<file path="src/rtl/tiny_cpu_pkg.sv">
// Shared constants, ALU op encoding and instruction field layout for tiny_cpu.
package tiny_cpu_pkg;

  localparam int unsigned XLEN      = 32;
  localparam int unsigned ROM_WORDS = 16;
  localparam int unsigned ROM_AW    = $clog2(ROM_WORDS);
  localparam int unsigned RESET_PC  = 0;
  localparam int unsigned NREGS     = 32;
  localparam int unsigned RAW       = 5;

  localparam logic [6:0] OP_R      = 7'b0110011;
  localparam logic [6:0] OP_IMM    = 7'b0010011;
  localparam logic [6:0] OP_LUI    = 7'b0110111;
  localparam logic [6:0] OP_BRANCH = 7'b1100011;
  localparam logic [6:0] OP_JAL    = 7'b1101111;

  localparam logic [2:0] F3_ADD_SUB = 3'b000;
  localparam logic [2:0] F3_SLT     = 3'b010;
  localparam logic [2:0] F3_XOR     = 3'b100;
  localparam logic [2:0] F3_OR      = 3'b110;
  localparam logic [2:0] F3_AND     = 3'b111;
  localparam logic [2:0] F3_BEQ     = 3'b000;
  localparam logic [2:0] F3_BNE     = 3'b001;

  localparam logic [6:0] F7_BASE = 7'b0000000;
  localparam logic [6:0] F7_ALT  = 7'b0100000;

  localparam logic [XLEN-1:0] NOP = 32'h0000_0013;

  typedef enum logic [2:0] {
    ALU_ADD,
    ALU_SUB,
    ALU_AND,
    ALU_OR,
    ALU_XOR,
    ALU_SLT,
    ALU_PASS_B
  } alu_op_e;

  // R-type view of an instruction word; other formats reuse the same bit positions
  typedef struct packed {
    logic [6:0]     funct7;
    logic [RAW-1:0] rs2;
    logic [RAW-1:0] rs1;
    logic [2:0]     funct3;
    logic [RAW-1:0] rd;
    logic [6:0]     opcode;
  } instr_t;

endpackage

</file>
<file path="src/rtl/tiny_cpu_if.sv">
// Status LEDs plus a read-only observation port (PC and one register) for tiny_cpu.
interface tiny_cpu_if
  import tiny_cpu_pkg::*;
();

  logic            led_red;
  logic            led_green;
  logic            led_blue;
  logic [XLEN-1:0] dbg_pc;
  logic [RAW-1:0]  dbg_reg_addr;
  logic [XLEN-1:0] dbg_reg_data_c;

  modport master (
    output led_red,
    output led_green,
    output led_blue,
    output dbg_pc,
    input  dbg_reg_addr,
    output dbg_reg_data_c
  );

  modport slave (
    input  led_red,
    input  led_green,
    input  led_blue,
    input  dbg_pc,
    output dbg_reg_addr,
    input  dbg_reg_data_c
  );

endinterface

</file>
<file path="src/rtl/tiny_cpu_alu.sv">
// Combinational ALU for tiny_cpu; zero flags a result of 0 for branch compares.
module tiny_cpu_alu
  import tiny_cpu_pkg::*;
(
  input  alu_op_e         alu_op,
  input  logic [XLEN-1:0] a,
  input  logic [XLEN-1:0] b,
  output logic [XLEN-1:0] result,
  output logic            zero
);

  always_comb begin
    result = '0;
    unique case (alu_op)
      ALU_ADD:    result = a + b;
      ALU_SUB:    result = a - b;
      ALU_AND:    result = a & b;
      ALU_OR:     result = a | b;
      ALU_XOR:    result = a ^ b;
      ALU_SLT:    result = XLEN'(($signed(a) < $signed(b)) ? 1 : 0);
      ALU_PASS_B: result = b;
      default:    result = '0;
    endcase
  end

  assign zero = (result == '0);

endmodule

</file>
<file path="src/rtl/tiny_cpu.sv">
// Single-cycle RV32I-subset CPU running a fixed ROM program; reports run/halt/trap on LEDs.
module tiny_cpu
  import tiny_cpu_pkg::*;
(
  input logic        CLK,
  input logic        RST,
  tiny_cpu_if.master bus
);

  // Declaration values give the same state at power-up as after RST
  logic [XLEN-1:0] pc                = XLEN'(RESET_PC);
  logic [XLEN-1:0] regs [NREGS]      = '{default: '0};
  logic            halted            = 1'b0;
  logic            trap              = 1'b0;
  logic            led_red_q         = 1'b1;
  logic            led_green_q       = 1'b1;
  logic            led_blue_q        = 1'b0;

  logic [XLEN-1:0] ir;
  instr_t          instr;
  logic [XLEN-1:0] imm_i, imm_b, imm_j, imm_u;
  logic [XLEN-1:0] rs1_val, rs2_val;
  logic [XLEN-1:0] pc_plus4;

  alu_op_e         alu_op;
  logic [XLEN-1:0] alu_b;
  logic [XLEN-1:0] alu_res;
  logic            alu_zero;

  logic            wb_en;
  logic            is_branch;
  logic            is_jal;
  logic            illegal;
  logic            halt_hit;
  logic            br_taken;
  logic [XLEN-1:0] wb_data;
  logic [XLEN-1:0] pc_nxt;

  // Instruction ROM, indexed by word; PC wraps through the index bits
  always_comb begin
    unique case (pc[ROM_AW+1:2])
      4'h0:    ir = 32'h0050_0093;  // addi x1,x0,5
      4'h1:    ir = 32'h0030_0113;  // addi x2,x0,3
      4'h2:    ir = 32'h0020_81B3;  // add  x3,x1,x2
      4'h3:    ir = 32'h4010_8233;  // sub  x4,x1,x1
      4'h4:    ir = 32'h0011_8293;  // addi x5,x3,1
      4'h5:    ir = 32'h0000_006F;  // jal  x0,0
      default: ir = NOP;
    endcase
  end

  assign instr = instr_t'(ir);

  assign imm_i = {{20{ir[31]}}, ir[31:20]};
  assign imm_b = {{19{ir[31]}}, ir[31], ir[7], ir[30:25], ir[11:8], 1'b0};
  assign imm_j = {{11{ir[31]}}, ir[31], ir[19:12], ir[20], ir[30:21], 1'b0};
  assign imm_u = {ir[31:12], 12'b0};

  assign rs1_val  = (instr.rs1 == '0) ? '0 : regs[instr.rs1];
  assign rs2_val  = (instr.rs2 == '0) ? '0 : regs[instr.rs2];
  assign pc_plus4 = pc + XLEN'(4);

  // Decode: ALU control, write enable and legality
  always_comb begin
    alu_op    = ALU_ADD;
    alu_b     = rs2_val;
    wb_en     = 1'b0;
    is_branch = 1'b0;
    is_jal    = 1'b0;
    illegal   = 1'b0;
    unique case (instr.opcode)
      OP_R: begin
        wb_en = 1'b1;
        if (instr.funct3 == F3_ADD_SUB && instr.funct7 == F7_ALT) begin
          alu_op = ALU_SUB;
        end else if (instr.funct7 != F7_BASE) begin
          illegal = 1'b1;
        end else begin
          unique case (instr.funct3)
            F3_ADD_SUB: alu_op = ALU_ADD;
            F3_SLT:     alu_op = ALU_SLT;
            F3_XOR:     alu_op = ALU_XOR;
            F3_OR:      alu_op = ALU_OR;
            F3_AND:     alu_op = ALU_AND;
            default:    illegal = 1'b1;
          endcase
        end
      end
      OP_IMM: begin
        wb_en = 1'b1;
        alu_b = imm_i;
        unique case (instr.funct3)
          F3_ADD_SUB: alu_op = ALU_ADD;
          F3_SLT:     alu_op = ALU_SLT;
          F3_XOR:     alu_op = ALU_XOR;
          F3_OR:      alu_op = ALU_OR;
          F3_AND:     alu_op = ALU_AND;
          default:    illegal = 1'b1;
        endcase
      end
      OP_LUI: begin
        wb_en  = 1'b1;
        alu_op = ALU_PASS_B;
        alu_b  = imm_u;
      end
      OP_BRANCH: begin
        is_branch = 1'b1;
        alu_op    = ALU_SUB;
        if (instr.funct3 != F3_BEQ && instr.funct3 != F3_BNE) begin
          illegal = 1'b1;
        end
      end
      OP_JAL: begin
        wb_en  = 1'b1;
        is_jal = 1'b1;
      end
      default: illegal = 1'b1;
    endcase
  end

  tiny_cpu_alu u_alu (
    .alu_op (alu_op),
    .a      (rs1_val),
    .b      (alu_b),
    .result (alu_res),
    .zero   (alu_zero)
  );

  // Next PC and write-back data, kept apart from decode to avoid a loop through the ALU
  always_comb begin
    br_taken = 1'b0;
    halt_hit = 1'b0;
    pc_nxt   = pc_plus4;
    wb_data  = alu_res;
    if (is_branch) begin
      br_taken = (instr.funct3 == F3_BEQ) ? alu_zero : !alu_zero;
      if (br_taken) begin
        pc_nxt = pc + imm_b;
      end
    end
    if (is_jal) begin
      wb_data  = pc_plus4;
      pc_nxt   = pc + imm_j;
      halt_hit = (instr.rd == '0) && (imm_j == '0);
    end
  end

  always_ff @(posedge CLK) begin
    if (RST) begin
      pc          <= XLEN'(RESET_PC);
      for (int i = 0; i < NREGS; i++) begin
        regs[i] <= '0;
      end
      halted      <= 1'b0;
      trap        <= 1'b0;
      led_red_q   <= 1'b1;
      led_green_q <= 1'b1;
      led_blue_q  <= 1'b0;
    end else if (!halted && !trap) begin
      if (illegal) begin
        trap       <= 1'b1;
        led_red_q  <= 1'b0;
        led_blue_q <= 1'b1;
      end else begin
        pc <= pc_nxt;
        if (wb_en && instr.rd != '0) begin
          regs[instr.rd] <= wb_data;
        end
        if (halt_hit) begin
          halted      <= 1'b1;
          led_green_q <= 1'b0;
          led_blue_q  <= 1'b1;
        end
      end
    end
  end

  assign bus.led_red        = led_red_q;
  assign bus.led_green      = led_green_q;
  assign bus.led_blue       = led_blue_q;
  assign bus.dbg_pc         = pc;
  assign bus.dbg_reg_data_c = (bus.dbg_reg_addr == '0) ? '0 : regs[bus.dbg_reg_addr];

endmodule

</file>
<file path="src/flat_wrapper.sv">
// flat-port wrapper written by rule: the top's interface ports become plain ports
module tiny_cpu_flat import tiny_cpu_pkg::*;
  (CLK, RST, bus_led_red, bus_led_green, bus_led_blue, bus_dbg_pc, bus_dbg_reg_addr, bus_dbg_reg_data_c);
  tiny_cpu_if bus_i ();
  input logic CLK;
  input logic RST;
  output wire logic [$bits(bus_i.led_red)-1:0] bus_led_red;
  output wire logic [$bits(bus_i.led_green)-1:0] bus_led_green;
  output wire logic [$bits(bus_i.led_blue)-1:0] bus_led_blue;
  output wire logic [$bits(bus_i.dbg_pc)-1:0] bus_dbg_pc;
  input wire logic [$bits(bus_i.dbg_reg_addr)-1:0] bus_dbg_reg_addr;
  output wire logic [$bits(bus_i.dbg_reg_data_c)-1:0] bus_dbg_reg_data_c;
  assign bus_led_red = bus_i.led_red;
  assign bus_led_green = bus_i.led_green;
  assign bus_led_blue = bus_i.led_blue;
  assign bus_dbg_pc = bus_i.dbg_pc;
  assign bus_i.dbg_reg_addr = bus_dbg_reg_addr;
  assign bus_dbg_reg_data_c = bus_i.dbg_reg_data_c;
  tiny_cpu u_core (.CLK(CLK), .RST(RST), .bus(bus_i));
endmodule
</file>
<file path="config.mk">
export PLATFORM = sky130hd
export DESIGN_NAME = tiny_cpu_flat
export DESIGN_NICKNAME = d
export VERILOG_FILES = /design/src/rtl/tiny_cpu_pkg.sv /design/src/rtl/tiny_cpu_if.sv /design/src/rtl/tiny_cpu_alu.sv /design/src/rtl/tiny_cpu.sv /design/src/flat_wrapper.sv
export SDC_FILE = /design/constraint.sdc
export NUM_CORES = 1
export LEC_CHECK = 0
export CORE_MARGIN = 2
export CORE_UTILIZATION = 45
export CTS_CLUSTER_SIZE = 28
export DETAILED_ROUTE_END_ITERATION = 8
export GPL_TIMING_DRIVEN = 0
export PLACE_DENSITY = 0.75
export SYNTH_ARGS = -nofsm -noshare
export SYNTH_HDL_FRONTEND = slang
export SYNTH_SLANG_ARGS = --single-unit
</file>
<file path="constraint.sdc">
create_clock -name CLK -period 6 [get_ports CLK]
set_input_delay 1.8 -clock CLK [delete_from_list [all_inputs] [get_ports CLK]]
set_output_delay 1.8 -clock CLK [all_outputs]
set_load 0.005 [all_outputs]
</file>
==> reports/results.tsv <==
stage	metric	value	unit
routing	first_iter_violations	2278	
placed_design	place_ws	-1220	ps
worst_setup_path	cp.required	4200	ps
grt	track_usage	29.8	%
timing	setup_repair_after_global_routing_missed_its_margin	true	
power	irDropWorstVdd	0.000297	V
routing	ant_nets	0	
logic_synthesis	synth_enable_flop_cells	255	
power	power.leakage	0.00770	uW
worst_setup_path	worst-path-max-fanout	10	
logic_synthesis	dominantRegCellSynth	sky130_fd_sc_hd__edfxtp_1	
clock_network	tritoncts.num_buffers	30	
die	design.core.area	0.0395	mm2
min_path	hold_path_class	reg2reg	
placed_design	numPortBuffers	69	
power	totalPowerFinal	7910	uW
worst_setup_path	timing.reg2reg.worst_path_depth	21	
logic_synthesis	netlist_area	0.0179	mm2
clock_network	numClockSinks	291	
clock_network	tritoncts	done	
worst_setup_path	cp-start-kind	input pin	
routing	post-route-drc-count	0	
min_path	worst_hold_path.num_cells	1	
power	p_switching	3260	uW
worst_setup_path	cp_data_arrival_time	4160	ps
timing	max_freq	0.168	GHz
placed_design	place_congestion	0.998	
timing	finalHoldViolations	0	
timing	clock_skew	13.5	ps
power	switching_share	41.3	%
clock_network	cts.reportedPaths.clkPinSlew	60	ps
die	total_number_of_placement_rows	73	
logic_synthesis	ys.warnings.count	0	
routing	drt-pass1-iter-count	8	
logic_synthesis	postSynthRegisterBits	291	
min_path	timing.hold.worst.start	u_core.bus.led_green	
die	die_w	203	um
routing	detail_route.wl_per_cell	25.1	um
logic_synthesis	synth.yosys.seq_area_share	46.8	%
placed_design	post-dp-hpwl	45.3	mm
grt	first_pass_grt_wire_length	92.5	mm
clock_network	clock_tree.buffer_depth	3	
timing	maxSlewHeadroom	32.1	%
timing	timing.setup.tns	0	ps
power	clock_power_share	21.7	%
clock_network	maximum_level_of_the_cts_h_tree	1	
power	internal_power	4650	uW
finish	final_nets	1977	
die	num_io_pins	74	
outcome	run_status	finished clean	
timing	slew_viols_final	0	
finish	design_area	0.0213	mm2
logic_synthesis	cells_after_synth	1758	
routing	drt-total-wl	62.0	mm
power	seq_power_share	32.7	%
grt	maximum_number_of_pins_on_one_net_before_global_route_repair	22	
die	die_y	203	um
worst_setup_path	worst_reg2reg_startpoint	u_core.bus.dbg_pc[5]	
clock_network	cts.root.buffer_cell	sky130_fd_sc_hd__clkbuf_16	
grt	grt_overflow_total	0	
power	powerDensity	372	mW/mm2
routing	route.vias.total	15719	
finish	non_filler_cells_final	2468	
timing	finalSetupViolations	0	
die	initial_utilization	45.3	%
logic_synthesis	post_synth.cell_area_avg	10.2	um2
finish	nFillCells	3447	
min_path	timing.hold.worst_endpoint	u_core.bus.led_green	
routing	vias_per_cell	6.37	
worst_setup_path	critical_path.endpoint_type	output pin	
placed_design	numPlacedInstances	2391	
timing	worst_slew_pin_slew	1020	ps
timing	finalCriticalPeriod	5960	ps
finish	share_of_post_route_cells_with_drive_strength_above_1	16.0	%
worst_setup_path	worstSetupPathType	in2out	
timing	layout_worst_path_cycle_share	99.3	%
worst_setup_path	ff2ff_setup_slack	140	ps
timing	worst_slack_setup_final	44.2	ps
finish	n_antenna_cell	0	
finish	synthToLayoutAreaGrowth	18.8	%
grt	grt_pass1_vias	15198	
worst_setup_path	rr_endpoint	u_core.regs[4][30]	
power	power_frac_comb	45.6	%
die	design.die.area	0.0414	mm2
logic_synthesis	asyncSetResetFlopFracSynth	0	%
grt	grt_antenna_before_repair	0	
logic_synthesis	yosys.cell_types.count	96	
placed_design	placed_area	0.0195	mm2
clock_network	clock_insertion_delay_worst_skew	580	ps
run	drv.max_cap_violation_count	0	
synthesized netlist by cell type, types with 4 or more instances:
library cell	count	area [um2]
sky130_fd_sc_hd__a211o_1	17	149
sky130_fd_sc_hd__a211oi_1	12	90.1
sky130_fd_sc_hd__a21boi_0	4	30.0
sky130_fd_sc_hd__a21o_1	19	143
sky130_fd_sc_hd__a21oi_1	132	661
sky130_fd_sc_hd__a221o_1	7	70.1
sky130_fd_sc_hd__a221oi_1	17	149
sky130_fd_sc_hd__a31oi_1	26	163
sky130_fd_sc_hd__and2_1	8	50.1
sky130_fd_sc_hd__and3_1	13	81.3
sky130_fd_sc_hd__buf_1	11	41.3
sky130_fd_sc_hd__buf_2	21	105
sky130_fd_sc_hd__buf_4	8	60.1
sky130_fd_sc_hd__buf_6	7	78.8
sky130_fd_sc_hd__clkbuf_1	75	282
sky130_fd_sc_hd__dfxtp_1	36	721
sky130_fd_sc_hd__edfxtp_1	255	7660
sky130_fd_sc_hd__ha_1	43	538
sky130_fd_sc_hd__inv_1	29	109
sky130_fd_sc_hd__mux2i_1	39	390
sky130_fd_sc_hd__mux4_2	63	1420
sky130_fd_sc_hd__nand2_1	169	634
sky130_fd_sc_hd__nand2b_1	17	106
sky130_fd_sc_hd__nand3_1	60	300
sky130_fd_sc_hd__nand4_1	15	93.8
sky130_fd_sc_hd__nor2_1	330	1240
sky130_fd_sc_hd__nor2b_1	8	50.1
sky130_fd_sc_hd__nor3_1	14	70.1
sky130_fd_sc_hd__nor4_1	4	25.0
sky130_fd_sc_hd__o211ai_1	14	105
sky130_fd_sc_hd__o21a_1	15	113
sky130_fd_sc_hd__o21ai_0	45	225
sky130_fd_sc_hd__o21ai_1	13	65.1
sky130_fd_sc_hd__o21bai_1	7	52.6
sky130_fd_sc_hd__o22ai_1	6	37.5
sky130_fd_sc_hd__or2_1	4	25.0
sky130_fd_sc_hd__or2_2	5	31.3
sky130_fd_sc_hd__or3_1	19	119
sky130_fd_sc_hd__xnor2_1	45	394
sky130_fd_sc_hd__xor2_1	40	350
stage by stage:
stage	hold slack, ps	utilization [%]
final	476	53.9
after global routing	479	53.9
after CTS	471	52.9
after detailed placement	451	49.5
after global placement	438	49.0
after floorplan	451	-
state kept, by name, summed over array words and instances (netlist names):
| signal | cells |
|---|---|
| u_core.bus.led_green | 1 |
| u_core.bus.led_blue | 1 |
| u_core.trap | 1 |
| u_core.bus.led_red | 1 |
| u_core.bus.dbg_pc | 31 |
| u_core.regs | 255 |
| u_core.halted | 1 |
cell usage in the layout (no fill, tap or decap), types with 16 or more instances in the layout:
| cell type | instances |
|---|---|
| sky130_fd_sc_hd__a21o_1 | 19 |
| sky130_fd_sc_hd__a21oi_1 | 127 |
| sky130_fd_sc_hd__a221oi_1 | 17 |
| sky130_fd_sc_hd__a31oi_1 | 22 |
| sky130_fd_sc_hd__buf_4 | 42 |
| sky130_fd_sc_hd__buf_6 | 16 |
| sky130_fd_sc_hd__clkbuf_1 | 57 |
| sky130_fd_sc_hd__clkbuf_16 | 32 |
| sky130_fd_sc_hd__clkbuf_2 | 16 |
| sky130_fd_sc_hd__clkdlybuf4s50_1 | 69 |
| sky130_fd_sc_hd__conb_1 | 32 |
| sky130_fd_sc_hd__dfxtp_1 | 34 |
| sky130_fd_sc_hd__edfxtp_1 | 255 |
| sky130_fd_sc_hd__ha_1 | 36 |
| sky130_fd_sc_hd__inv_1 | 26 |
| sky130_fd_sc_hd__mux2i_1 | 37 |
| sky130_fd_sc_hd__mux4_2 | 63 |
| sky130_fd_sc_hd__nand2_1 | 169 |
| sky130_fd_sc_hd__nand3_1 | 57 |
| sky130_fd_sc_hd__nor2_1 | 329 |
| sky130_fd_sc_hd__o21ai_0 | 39 |
| sky130_fd_sc_hd__or3_1 | 16 |
| sky130_fd_sc_hd__xnor2_1 | 42 |
| sky130_fd_sc_hd__xor2_1 | 38 |
metal layers:
metal | track usage (%) | up-vias | wire length (um)
met5 | 0 | - | 53
met4 | 12.2 | 2 | 2820
met3 | 6.39 | 222 | 8090
met2 | 44.5 | 1194 | 26500
met1 | 42.2 | 7534 | 24500
li1 | - | 6767 | -
logic make-up (layout without fill, tap and decap cells):
| logic type | after synthesis | count (layout) | share of synthesized area, % |
|---|---|---|---|
| buf+inv | 157 | 311 | 3.92 |
| other cells | 1 | 32 | 0.0210 |
| simple gates | 691 | 691 | 17.2 |
| xor+xnor | 86 | 86 | 4.25 |
| fa+ha+maj | 45 | 45 | 3.23 |
| compound gates | 383 | 383 | 14.3 |
| mux | 104 | 104 | 10.2 |
| flops | 291 | 291 | 46.8 |
power by group through the flow:
stage	registers [uW]	logic (uW)	clock network (uW)
2_1_floorplan	2550	2130	0
3_3_place_gp	2610	3020	0
3_5_place_dp	2610	3090	0
4_1_cts	2570	3310	1720
5_1_grt	2600	3830	1780
6_report	2590	3600	1720
worst max-delay path, cell delays in order:
cell and delay (ps):
sky130_fd_sc_hd__clkdlybuf4s50_1 580, sky130_fd_sc_hd__clkbuf_8 240, sky130_fd_sc_hd__clkbuf_16 210, sky130_fd_sc_hd__mux4_2 540, sky130_fd_sc_hd__nor4_2 230, sky130_fd_sc_hd__clkdlybuf4s50_1 530
how the worst max path moves through the flow:
stage                               from                endpoint  slack (ps)  depth (start not counted)
floorplan           u_core.bus.dbg_pc[2]      u_core.regs[4][31]          70                         26
global placement    u_core.bus.dbg_pc[2]      u_core.regs[4][31]       -1190                         23
detailed placement  u_core.bus.dbg_pc[2]      u_core.regs[4][31]       -1220                         23
CTS                  bus_dbg_reg_addr[0]   bus_dbg_reg_data_c[0]         0.8                          7
global route        u_core.bus.dbg_pc[3]      u_core.regs[4][30]         -40                         21
finish               bus_dbg_reg_addr[0]  bus_dbg_reg_data_c[30]          40                          6
final cells by class:
| cell class | instances | area (um2) | share of cell area [%] |
|---|---|---|---|
| tap | 525 | 657 | 3.09 |
| clock buffer | 36 | 795 | 3.74 |
| multi-input combinational | 1341 | 9370 | 44.1 |
| timing repair buffer | 105 | 1100 | 5.16 |
| inverter | 33 | 140 | 0.659 |
| sequential | 291 | 8390 | 39.5 |
| buffer | 123 | 737 | 3.47 |
| clock inverter | 14 | 70.1 | 0.330 |
what timing repair did:
item | 4_1_cts | 5_1_grt
buffers inserted | 13 | 15
setup endpoints to repair | 193 | 153
pin swaps | 13 | 17
resized for setup | 106 | 77
hold buffers | 0 | 0
No activity file was read; power rests on OpenSTA's default activity.
